File: config.mk
export PLATFORM = sky130hd
export DESIGN_NAME = uart_rx_byte
export DESIGN_NICKNAME = d
export VERILOG_FILES = /design/src/rtl/uart_rx_byte.sv
export SDC_FILE = /design/constraint.sdc
export NUM_CORES = 1
export LEC_CHECK = 0
export ABC_AREA = 1
export CAP_MARGIN = 10
export CORE_ASPECT_RATIO = 0.75
export CORE_MARGIN = 2
export CORE_UTILIZATION = 40
export CTS_CLUSTER_DIAMETER = 60
export DETAILED_ROUTE_END_ITERATION = 10
export DONT_BUFFER_PORTS = 1
export HOLD_SLACK_MARGIN = 0.03
export PLACE_DENSITY = 0.52
export SYNTH_ARGS = -nofsm -noshare
export SYNTH_HDL_FRONTEND = slang
export SYNTH_SLANG_ARGS = --single-unit
File: constraint.sdc
create_clock -name clk -period 4.73 [get_ports clk]
set_input_delay 0.473 -clock clk [delete_from_list [all_inputs] [get_ports clk]]
set_output_delay 0.473 -clock clk [all_outputs]
set_load 0.02 [all_outputs]
File: src/rtl/uart_rx_byte.sv
// -----------------------------------------------------------------------------
// uart_rx_byte
// 8N1 UART receiver. Turns the asynchronous serial line into a byte plus a
// one-cycle strobe for the downstream keypad/lock logic. The receiver
// synchronises the line, rejects short start-bit glitches, samples each bit
// in its middle and checks the stop bit for framing errors.
//
// Parameters:
//   CLKS_PER_BIT  clk cycles per serial bit (legal values >= 4)
//   HALF_BIT      cycles from the start-bit falling edge to the start-bit
//                 mid-sample
//
// Ports:
//   clk        in   system clock
//   reset      in   asynchronous, active-high reset
//   rx         in   raw serial line, idle high, asynchronous to clk
//   rx_data    out  [7:0] last correctly received byte, held until the next
//                   good frame
//   rx_done    out  one-cycle pulse; rx_data is valid in the same cycle
//   frame_err  out  one-cycle pulse when the stop bit is sampled low
//   busy       out  high whenever the receiver is not idle
// -----------------------------------------------------------------------------
module uart_rx_byte #(
    parameter int CLKS_PER_BIT = 868,
    parameter int HALF_BIT     = CLKS_PER_BIT / 2
) (
    input  logic       clk,
    input  logic       reset,
    input  logic       rx,
    output logic [7:0] rx_data,
    output logic       rx_done,
    output logic       frame_err,
    output logic       busy
);

    localparam int CW = $clog2(CLKS_PER_BIT);

    // Terminal counts: the counter starts at 0 on every state entry and
    // every sample, so a span of N cycles ends when the counter reads N-1.
    localparam logic [CW-1:0] FULL_LAST = CW'(CLKS_PER_BIT - 1);
    localparam logic [CW-1:0] HALF_LAST = CW'(HALF_BIT - 1);

    typedef enum logic [2:0] {
        IDLE,
        START,
        DATA,
        STOP,
        WAIT_IDLE
    } state_t;

    state_t        state;
    state_t        state_d;
    logic [CW-1:0] cnt;
    logic [CW-1:0] cnt_d;
    logic [2:0]    bit_idx;
    logic [2:0]    bit_idx_d;
    logic [7:0]    shift;
    logic [7:0]    shift_d;
    logic [7:0]    rx_data_d;
    logic          rx_done_d;
    logic          frame_err_d;
    logic          rx_meta;
    logic          rx_s;

    // Two-flop synchroniser. Both flops reset to the idle (high) level so
    // that leaving reset never looks like a start bit.
    always_ff @(posedge clk or posedge reset) begin
        if (reset) begin
            rx_meta <= 1'b1;
            rx_s    <= 1'b1;
        end else begin
            rx_meta <= rx;
            rx_s    <= rx_meta;
        end
    end

    // State register together with the datapath registers. rx_done and
    // frame_err are registered so that they line up with the rx_data update.
    always_ff @(posedge clk or posedge reset) begin
        if (reset) begin
            state     <= IDLE;
            cnt       <= '0;
            bit_idx   <= '0;
            shift     <= '0;
            rx_data   <= '0;
            rx_done   <= 1'b0;
            frame_err <= 1'b0;
        end else begin
            state     <= state_d;
            cnt       <= cnt_d;
            bit_idx   <= bit_idx_d;
            shift     <= shift_d;
            rx_data   <= rx_data_d;
            rx_done   <= rx_done_d;
            frame_err <= frame_err_d;
        end
    end

    // Next-state and datapath logic. The counter free-runs within a state
    // and is cleared whenever a sample is taken or a new state is entered.
    always_comb begin
        state_d     = state;
        cnt_d       = cnt + 1'b1;
        bit_idx_d   = bit_idx;
        shift_d     = shift;
        rx_data_d   = rx_data;
        rx_done_d   = 1'b0;
        frame_err_d = 1'b0;

        case (state)
            IDLE: begin
                cnt_d = '0;
                if (!rx_s) begin
                    state_d = START;
                end
            end

            START: begin
                // Mid start bit: a line that is high again was only a glitch.
                if (cnt == HALF_LAST) begin
                    cnt_d     = '0;
                    bit_idx_d = '0;
                    state_d   = rx_s ? IDLE : DATA;
                end
            end

            DATA: begin
                if (cnt == FULL_LAST) begin
                    cnt_d            = '0;
                    shift_d[bit_idx] = rx_s;
                    if (bit_idx == 3'd7) begin
                        state_d = STOP;
                    end else begin
                        bit_idx_d = bit_idx + 1'b1;
                    end
                end
            end

            STOP: begin
                // Returning to IDLE at mid stop bit leaves half a bit of
                // margin to catch a start bit that follows immediately.
                if (cnt == FULL_LAST) begin
                    cnt_d = '0;
                    if (rx_s) begin
                        rx_data_d = shift;
                        rx_done_d = 1'b1;
                        state_d   = IDLE;
                    end else begin
                        frame_err_d = 1'b1;
                        state_d     = WAIT_IDLE;
                    end
                end
            end

            WAIT_IDLE: begin
                // A stuck-low line or break must go high before a new frame
                // can start, otherwise it would be read as endless 0x00 bytes.
                cnt_d = '0;
                if (rx_s) begin
                    state_d = IDLE;
                end
            end

            default: begin
                cnt_d   = '0;
                state_d = IDLE;
            end
        endcase
    end

    assign busy = (state != IDLE);

endmodule

==> flow_results.org, run 1 <==
** Timing
- For the finished layout, the period the worst path requires is roughly 1.8 ns.
- Setup total negative slack :: 0 ns
- At the pin with the least slew margin, the transition time is ~0.47 ns.
- Setup violations remaining at the end of the flow were counted as 0.
- Setup repair after global routing left no endpoint under its margin.
- Setup skew after layout :: between 0.006 and 0.007 ns
- The final-report hold violation count was 0.
- The worst pin sits at a relative slew slack of 0.688.
- Once routing completed, OpenROAD measured the worst setup slack at 2.98 ns.
- Max Fclk :: about 570 MHz
- The count of pins over their slew limit is 0.
- Of the available clock period, the critical path in the final layout requires 0.370.

** Global routing
- Overall Global Routing Usage :: 0.159
- Largest net degree at the start of global routing :: 37
- Via count of the first global-routing pass :: about 1,300
- Wire length of the first global-routing pass :: about 5900 um
- The number of antenna violations at the first check in global routing was 0.
- Global route overflow :: 0

** Critical path
- The slowest stage of the critical path is the sky130_fd_sc_hd__dfrtp_1 cell.
- Type of destination of the critical path :: flop
- Worst EP required :: ~4.9 ns
- Critical Path Source Type :: flop
- Critical path, cell by cell :: ha_1 > nand3_1 > nand3b_1 > nor3_4 > inv_4 > nand2_1 > nand2_1
- Peak fanout along the critical path :: 10
- Setup Crit Path Kind :: flop to flop
- Cell repeated most along the worst path :: sky130_fd_sc_hd__nand2_1
- Worst endpoint data arrival time :: between 1.5 and 2 ns
- For this run, the slowest stage of the critical path takes around 0.4 ns.

** Synth
- The share of synthesized area in the top cell type comes to 0.485.
- Primary flip-flop cell chosen by synthesis mapping :: sky130_fd_sc_hd__dfrtp_1
- Counting every net in the synthesized netlist gives around 220.
- In the post-synthesis netlist, the biggest area contributors are sky130_fd_sc_hd__dfrtp_1 (49%), sky130_fd_sc_hd__nand2_1 (15%), sky130_fd_sc_hd__nor2_1 (5.6%).
- Ranking of synthesized cells by instance count :: sky130_fd_sc_hd__nand2_1 (69), sky130_fd_sc_hd__dfrtp_1 (34), sky130_fd_sc_hd__nor2_1 (26)
- Count of flip-flops with a built-in enable after synthesis :: 0
- Count leader, synth :: sky130_fd_sc_hd__nand2_1
- Cells after Synth :: 217
- The Yosys step of the flow raised 0 warnings.
- Sequential-to-total area share from yosys stat :: 0.515
- Of all cell types, the one taking the most synthesized area is sky130_fd_sc_hd__dfrtp_1.
- Post-synthesis cell area :: roughly 1800 sq um
- Cell variety after synth :: 22
- Each instance of the synthesized netlist takes up on average about 8.1 sq um.
- #FFs+latches synth :: 36
- Share of synthesized flip-flops with an asynchronous set or reset :: 1.00

** Layout
- Area added between synthesis and finish :: 10.2%
- Fillers :: ~420
- Total Nets Final :: around 230
- Number of diodes added for antenna fixing :: 0
- Share of cells above drive strength 1 :: 0.0889
- Final core utilization :: 0.468
- Final cell count without fillers :: 280

** Clock network
- For the worst-skew pair, the clock arrives at the later sink with an insertion delay of 0.28 ns.
- Counting every sink on the clock net gives 36.
- Max H-tree Level :: 2
- The number of clock buffers added by TritonCTS is 5.
- Buffers inserted to repair hold after CTS numbered 0.
- Number of gates given a new drive strength after cts :: 0
- Cell chosen for the clock root :: sky130_fd_sc_hd__clkbuf_8
- Deepest clock path buffer count :: 2
- Clock-pin slew was measured on the worst setup and hold paths at 0.07 ns.
- Post-CTS timing repair inserted 0 buffers for setup.
- TritonCTS built the clock tree.

** Power and ir drop
- Post-route total power :: 580 uW
- Across the VDD grid, the largest voltage drop is ~0.16 mV.
- Power density normalized to cell area :: 300 nW/um^2
- In this run the static leakage power is just over 0.9 nW.

** Detailed routing
- Count of vias placed by the detailed router :: between 1,000 and 1,500
- Antenna-violating nets left :: 0
- Number of vias per cell after detailed routing :: 4.74
- The routed design has 3290 um of wire.
- For this block, the initial DRC count from the detailed router was 77.
- DRC errors left :: 0
- The first TritonRoute pass finished after 4 iterations.
- Per-cell routed wire length :: around 12 um

** Die
- Core Rows :: 20
- Core region area :: 4130 sq um
- The initial utilization of the core area, before any placement, comes to 0.425.
- Horizontal extent of the die :: between 80 and 90 um
- Boundary pin count :: 14
- Vertical extent of the die :: 61.3 um
- Total die area :: 4930 sq um

** Job
- Max-cap violations in this run came to 0.

** Placed design
- Weighted congestion reported at the end of routability-driven placement :: ~0.83
- Buffers added on ports :: 0
- In this run, placement finished with an instance count of 272.
- Minimum setup slack after placement :: 2.97 ns
- Detailed placement HPWL :: approximately 2400 um

** Run status
- The flow ran to the end, and the final reports show no timing, DRC or antenna violations.

** Min path
- The worst hold path belongs to the class input port to asynchronous set/reset pin.
-- final timing paths --
check,end,startpoint,slack [ns],cells after the start
max in group asynchronous,rx_meta,reset,4.21,2
min,rx_done,reset,0.18,2
max,rx_data[6],cnt[0],2.98,7
max reg2reg,rx_data[6],cnt[0],2.98,7
min reg2reg,rx_s,rx_meta,0.36,0
min in group clk,rx_meta,rx,0.18,0
-- worst max-delay path, delay by kind of cell, from the launching register on --
family	cells	cell delay (ns)
flip-flops	1	0.40
adder cells (fa/ha/maj)	1	0.25
buffers and inverters	1	0.10
AND/OR/NAND/NOR	5	0.88
-- final cells by class --
class	count	area, sq um	area share
flip-flops and latches	36	903	0.468
multi-input cells	151	733	0.380
inverters	29	111	0.0576
clock buffers	6	72.6	0.0376
well taps	55	68.8	0.0356
clock inverters	2	35.0	0.0181
repair buffers	1	7.51	0.00389
-- routing by layer --
| metal | GRT usage | routed length [um] |
|---|---|---|
| met1 | 0.226 | 1750 |
| met2 | 0.231 | 1350 |
| met3 | 0.0499 | 165 |
| met4 | 0.0581 | 21 |
| met5 | 0 | 0 |
-- through the flow --
stage / area [sq um] / hold slack [ns]
final: 1930 / 0.177
after global routing: 1930 / 0.162
after CTS: 1930 / 0.169
after detailed placement: 1820 / 0.348
after global placement: 1820 / 0.346
after floorplan: 1750 / 0.345
-- registers in the layout, summed over array words and instances (netlist names) --
name,flops
shift,8
state,3
frame_err,1
rx_meta,1
bit_idx,3
rx_s,1
rx_data,8
cnt,10
rx_done,1
-- cell usage in the layout, fill, tap and decap left out, drive strengths merged --
cell type  count
nand2         71
dfrtp         34
inv           28
nor2          27
nand3         16
o21ai         13
nor3           9
xor2           6
clkbuf         6
ha             4
nand3b         2
dfstp          2
clkinv         2
xnor2          1
nand4          1
o21bai         1
bufinv         1
buf            1
-- cells by family after synthesis --
| family | after synthesis | synth area share |
|---|---|---|
| flip-flops | 36 | 0.515 |
| buffers and inverters | 30 | 0.0664 |
| adder cells (fa/ha/maj) | 4 | 0.0286 |
| XOR/XNOR | 7 | 0.0350 |
| AND/OR/NAND/NOR | 126 | 0.313 |
| AO/OA/AOI/OAI | 14 | 0.0414 |
-- report_power, final --
| group | leakage [nW] | switching (mW) | internal, mW | total [mW] |
|---|---|---|---|---|
| combinational | 0.398 | 0.00712 | 0.000937 | 0.00806 |
| clock | 0.0552 | 0.106 | 0.156 | 0.262 |
| sequential | 0.481 | 0.00123 | 0.309 | 0.311 |
| total | 0.934 | 0.114 | 0.467 | 0.580 |
(Power assumes the default switching activity.)
==> run 2, diff against run 1 <==
- clock period: 4.73 -> 1.8 ns (I/O delays scaled with it)
==> flow_results.org, run 2 (synthesis results as in run 1) <==
** Die
- Boundary pin count :: 14
- Total die area :: slightly below 5000 sq um
- The die is approximately 80 um wide.
- The initial utilization of the core area, before any placement, comes to 0.425.
- The initialized floorplan defines 20 standard-cell rows.
- In this run the vertical extent of the chip is between 60 and 70 um.
- Core region area :: slightly above 4000 sq um

** Placed design
- Placed cell areas :: 1840 sq um
- Buffers added on ports :: 0
- Detailed placement HPWL :: between 2000 and 2500 um
- Number of cells in the design after placement :: between 200 and 300
- At the end of routability-driven placement, the weighted congestion stood at about 0.83.

** Layout
- 0 antenna diodes ended up in the layout.
- The register with the most flip-flops in the final layout is cnt.
- With fillers left out, the area of the finished cells amounts to 1990 sq um.
- Commonest non-fill, non-tap cell in the layout :: sky130_fd_sc_hd__nand2_1
- Area added between synthesis and finish :: 13.8%
- In the layout the commonest cells are sky130_fd_sc_hd__nand2_1 (69), sky130_fd_sc_hd__dfrtp_1 (34), sky130_fd_sc_hd__nor2_1 (26).
- Of the cells placed in the final design, the portion with a size suffix greater than 1 is 0.109.
- Number of flip-flops under the largest register name :: 10
- After filler insertion, the fill cell instance count of the layout stands at between 400 and 500.
- Final cell count without fillers :: approximately 290
- The net count of the finished layout is around 240.
- The largest registers in the layout are cnt: 10 flops, rx_data: 8 flops, shift: 8 flops.

** Timing
- In this run the tightest slew margin relative to its limit is 0.690.
- Max Fclk :: 615 MHz
- The count of pins over their slew limit was 0.
- RSZ-0062 raised after global routing :: false
- For the final database, setup skew stands at 0.00287 ns.
- Final Hold Fails :: 0
- Dividing the final minimum period by the clock period gives 0.904.
- For the pin with the worst max-slew slack, the measured transition is ~0.47 ns.
- Setup total negative slack :: 0 ns
- Final setup violation count :: 0
- Time the worst path needs with I/O delays and setup :: around 1.6 ns

** Clock network
- Deepest clock path buffer count :: 2
- Number of clock sinks :: 36
- Clock insertion delay at the later pin of the skew report :: between 0.2 and 0.3 ns
- CTS built an H-tree with a depth of 2.
- TritonCTS built the clock tree.
- Clock tree synthesis inserted a total of 5 buffers.
- After clock tree synthesis, the clock-pin slew on the worst setup and hold paths is 0.07 ns.
- In this run the clock root is driven by a sky130_fd_sc_hd__clkbuf_8.

** Power and ir drop
- The design draws roughly 1.5 mW.
- VDD sags by at most approximately 0.40 mV.
- Power density normalized to cell area :: 773 nW/um^2
- Leakage power figure :: ~0.96 nW

** Detailed routing
- After detailed routing, the number of remaining DRC violations is 0.
- Count of vias placed by the detailed router :: about 1,300
- Per-cell routed wire length :: 11.7 um
- Once detail routing completed, the nets flagged for antenna violations numbered 0.
- Final wirelength :: around 3300 um
- After the first detailed-routing iteration, the DRC count stood at 70.
- TritonRoute pass-1 iters :: 4
- In the routed layout, each cell is associated on average with a via count of 4.71.

** Critical path
- The critical path in this run is classified as flop to flop.
- For the worst setup path, the data required time is around 2.0 ns.
- In this run the worst path has a maximum fanout of 10.
- The worst setup path is captured at a flop.
- Critical Path Source Type :: flop
- Worst endpoint data arrival time :: 1.81 ns

** Job
- Max-cap violations in this run came to 0.

** Run status
- Outcome :: complete, no violations

** Global routing
- Via count of the first global-routing pass :: around 1,300
- Summed over all layers, the global routing overflow is 0.
- Overall Global Routing Usage :: 0.159
- Entering global routing, the biggest net connects 37 pins.
- The number of antenna violations at the first check in global routing was 0.
- The first global-routing pass estimated 5910 um of wire.

** Min path
- The min-delay analysis places its worst path in the category flop to flop.
## run 2: cell types whose count changed in the layout (fill, tap and decap cells not counted)
cell	before	now
sky130_fd_sc_hd__buf_4	1	3
sky130_fd_sc_hd__clkinvlp_4	0	2
sky130_fd_sc_hd__dlygate4sd3_1	0	2
sky130_fd_sc_hd__buf_12	0	1
sky130_fd_sc_hd__clkbuf_1	1	0
sky130_fd_sc_hd__clkinv_1	1	0
## run 2: where the power goes
| group | leakage, nW | internal, mW | switching [mW] |
|---|---|---|---|
| clock | 0.0541 | 0.410 | 0.290 |
| sequential | 0.481 | 0.812 | 0.000887 |
| combinational | 0.421 | 0.00674 | 0.0228 |
## run 2: cell type report
cell class	count	area (sq um)	share of cell area
clock buffer	5	68.8	0.0345
sequential	36	903	0.453
clock inverter	3	42.5	0.0213
multi-input combinational	151	733	0.368
inverter	29	115	0.0577
timing repair buffer	6	62.6	0.0314
tap	55	68.8	0.0345
## run 2: per-stage QoR
step / utilization / setup WS (ns) / hold WS, ns
floorplan: - / 0.307 / 0.184
global placement: 0.445 / 0.193 / 0.185
detailed placement: 0.445 / 0.111 / 0.185
CTS: 0.477 / 0.101 / 0.361
global route: 0.483 / 0.00872 / 0.362
finish: 0.483 / 0.173 / 0.360
## run 2: critical path, stage by stage (launching register included)
cell and delay (ns):
sky130_fd_sc_hd__dfrtp_1 0.40, sky130_fd_sc_hd__ha_1 0.26, sky130_fd_sc_hd__nand3_1 0.11, sky130_fd_sc_hd__nand3b_1 0.23
sky130_fd_sc_hd__nor3_4 0.22, sky130_fd_sc_hd__buf_12 0.15, sky130_fd_sc_hd__inv_4 0.05, sky130_fd_sc_hd__nand2_1 0.05
sky130_fd_sc_hd__nand2_1 0.05
## run 2: final timing paths
check	slack [ns]	from	to	cells after the start
hold / removal	0.36	rx_meta	rx_s	0
min in group asynchronous	0.44	reset	cnt[1]	3
setup / recovery	0.17	cnt[0]	rx_data[1]	8
max in group asynchronous	1.00	reset	rx_s	3
setup reg to reg	0.17	cnt[0]	rx_data[1]	8
hold reg to reg	0.36	rx_meta	rx_s	0
## run 2: repair_timing
action	in CTS	in global routing
setup buffers	0	1
endpoints found under the hold margin	35	0
setup endpoints to repair	0	10
gates resized for setup	0	1
hold buffers	2	0
## run 2: metal layers
layer | up-vias | part of all wire | global-route usage
met5 | - | 0 | 0
met1 | 612 | 0.52 | 0.225
li1 | 699 | - | -
met2 | 26 | 0.41 | 0.231
met3 | 5 | 0.051 | 0.0469
met4 | 0 | 0.016 | 0.0654
==> run 3, diff against run 2 <==
- clock period: 1.8 -> 1.65 ns (I/O delays scaled with it)
==> flow_results.org, run 3 (synthesis results as in run 1) <==
** Critical path
- Number of cells traversed by the worst register-to-register path :: 8
- The most critical setup path has its endpoint at rx_data[6].
- Setup Crit Path Kind :: flop to flop
- In this run the worst setup path begins at cnt[1].
- In this run the critical register-to-register path is launched from cnt[1].
- R2R Setup Slk :: ~0.13 ns
- At the worst endpoint, the required time is ~1.8 ns.
- In this run the worst path has a maximum fanout of 10.
- STA classifies the critical path endpoint as a flop.
- Data on the critical path arrives at its endpoint at roughly 1.7 ns.
- STA classifies the critical path startpoint as a flop.
- The endpoint identified for the worst register-to-register timing path is rx_data[6].

** Layout
- Commonest non-fill, non-tap cell in the layout :: sky130_fd_sc_hd__nand2_1
- Share of cells above drive strength 1 :: 0.157
- Biggest regs :: cnt: 10 flops, rx_data: 8 flops, shift: 8 flops
- Post-layout instance area :: ~2000 sq um
- The library cells used most frequently in the layout, excluding fill and tap cells, are sky130_fd_sc_hd__nand2_1 (68), sky130_fd_sc_hd__dfrtp_1 (34), sky130_fd_sc_hd__nor2_1 (25).
- Area added between synthesis and finish :: 17.3%
- More flip-flops sit in one register than any other, and that register is cnt.
- Final cell count without fillers :: 290
- Total Nets Final :: approximately 240
- Number of diodes added for antenna fixing :: 0
- The register with the most flip-flops in the layout has 10 of them.

** Die
- The initial utilization of the core area, before any placement, comes to 0.425.
- Measured along the y axis, the die boundary spans 61.3 um.
- Core Rows :: 20
- Total die area :: 4930 sq um
- During I/O placement, the number of pins put on the boundary was 14.
- Core region area :: 4130 sq um
- Horizontal extent of the die :: around 80 um

** Detailed routing
- Per-cell routed wire length :: ~12 um
- In the routed layout, each cell is associated on average with a via count of approximately 4.8.
- DRC errors left :: 0
- The first detailed-routing pass took 5 iterations.
- DRT iter0 DRCs :: between 70 and 80
- Count of vias placed by the detailed router :: between 1,000 and 1,500
- Antenna-violating nets left :: 0
- Final wirelength :: around 3500 um

** Placed design
- Routability-driven placement finished with a final weighted congestion of approximately 0.85.
- Number of cells in the design after placement :: between 200 and 300
- Detailed placement HPWL :: 2610 um
- Summing all placed instances gives a cell area of 1880 sq um.
- Buffers added on ports :: 0

** Timing
- For this run, the top clock speed supported by timing is about 660 MHz.
- Final setup violation count :: 0
- At the pin with the least slew margin, the transition time is 0.353 ns.
- Final Hold Fails :: 0
- Worst relative slew slack :: 0.764
- Setup skew after layout :: 0.0118 ns
- RSZ-0062 raised after global routing :: true
- In the final timing run, aggregate negative setup slack is 0 ns.
- Post-route fraction of the period consumed by the critical path :: 0.920
- The count of pins over their slew limit is 0.
- Time the worst path needs with I/O delays and setup :: roughly 1.5 ns

** Clock network
- The clock drives 36 sinks.
- In this run, CTS created clock tree buffers numbering 5.
- Max H-tree Level :: 2
- Clock tree synthesis selected as its root buffer the cell sky130_fd_sc_hd__clkbuf_8.
- Clock-pin slew on the worst setup and hold paths :: about 0.080 ns
- Deepest clock path buffer count :: 2
- Clock tree from TritonCTS :: built
- Clock latency on the worst-skew pair, taken at its later pin, is roughly 0.29 ns.

** Global routing
- Largest net degree at the start of global routing :: 23
- In the global route stage, met2 resource usage came out at 0.258.
- Met1 demand-to-capacity share in global routing :: 0.225
- Most utilized layer in the global route result :: met2
- In the global route stage, met3 resource usage came out at 0.0513.
- Overall Global Routing Usage :: 0.169
- The via count of the first global-routing pass was between 1,000 and 1,500.
- Summed over all layers, the global routing overflow is 0.
- The number of antenna violations at the first check in global routing came to 0.
- Wire length of the first global-routing pass :: 6220 um

** Power and ir drop
- The analysis attributes to cell leakage a power of 0.975 nW.
- Largest vdd supply drop :: around 0.45 mV
- For this design the ratio of total power to cell area is between 800 and 900 nW/um^2.

** Min path
- The tightest min-delay check is of the input port to asynchronous set/reset pin type.

** Run status
- The run finished with clean final reports.

** Job
- Count of max-cap constraint violations :: 0
==> run 3: changes by cell type in the layout (fill, tap and decap cells not counted), sizes merged <==
cell	delta
clkinvlp	+1
buf	+4
==> run 3: critical path: stages, from the launching register on <==
cell	delay, ns
sky130_fd_sc_hd__dfrtp_1	0.37
sky130_fd_sc_hd__ha_2	0.23
sky130_fd_sc_hd__nand3_1	0.10
sky130_fd_sc_hd__nand3b_1	0.23
sky130_fd_sc_hd__nor3_4	0.18
sky130_fd_sc_hd__buf_12	0.15
sky130_fd_sc_hd__inv_4	0.05
sky130_fd_sc_hd__nand2_1	0.06
sky130_fd_sc_hd__nand2_1	0.05
==> run 3: power by group <==
| part | switching [mW] | internal (mW) |
|---|---|---|
| registers | 0.00395 | 0.887 |
| logic | 0.0217 | 0.00737 |
| clock network | 0.320 | 0.447 |
==> run 3: per-stage QoR <==
stage | worst slack (ns) | hold WS, ns | utilization | power, mW
2_1_floorplan | 0.157 | 0.169 | - | 0.923
3_3_place_gp | 0.126 | 0.0879 | 0.456 | 0.933
3_5_place_dp | 0.0794 | 0.101 | 0.456 | 0.934
4_1_cts | 0.0559 | 0.342 | 0.488 | 1.71
5_1_grt | -0.0134 | 0.362 | 0.498 | 1.76
6_report | 0.133 | 0.339 | 0.498 | 1.69
==> run 3: worst min-delay path by stage <==
| stage | from | endpoint | depth (start not counted) | slack [ns] |
|---|---|---|---|---|
| 4_1_cts | reset | cnt[1] | 3 | 0.34 |
| 3_5_place_dp | reset | cnt[1] | 2 | 0.10 |
| 5_1_grt | rx_meta | rx_s | 0 | 0.36 |
| 3_3_place_gp | reset | cnt[0] | 2 | 0.09 |
| 6_report | reset | cnt[2] | 3 | 0.34 |
| 2_1_floorplan | rx | rx_meta | 0 | 0.17 |
==> run 3: cell type report <==
cell class | count | area [sq um]
inverters | 29 | 115
well taps | 55 | 68.8
repair inverters | 1 | 5.00
clock inverters | 3 | 42.5
flip-flops and latches | 36 | 903
clock buffers | 5 | 68.8
repair buffers | 10 | 92.6
multi-input cells | 151 | 761
fillers | 421 | 2070
==> run 3: repair_timing <==
| item | 4_1_cts | 5_1_grt |
|---|---|---|
| resized for setup | 0 | 9 |
| setup endpoints to repair | 0 | 26 |
| hold buffers | 2 | 0 |
| setup buffers | 0 | 1 |
| hold endpoints to repair | 35 | 0 |
==> run 3: routing by layer <==
metal  wire, um  up-vias
li1           -      711
met1       1740      633
met2       1510       36
met3        217        8
met4         57        0
met5          0        -
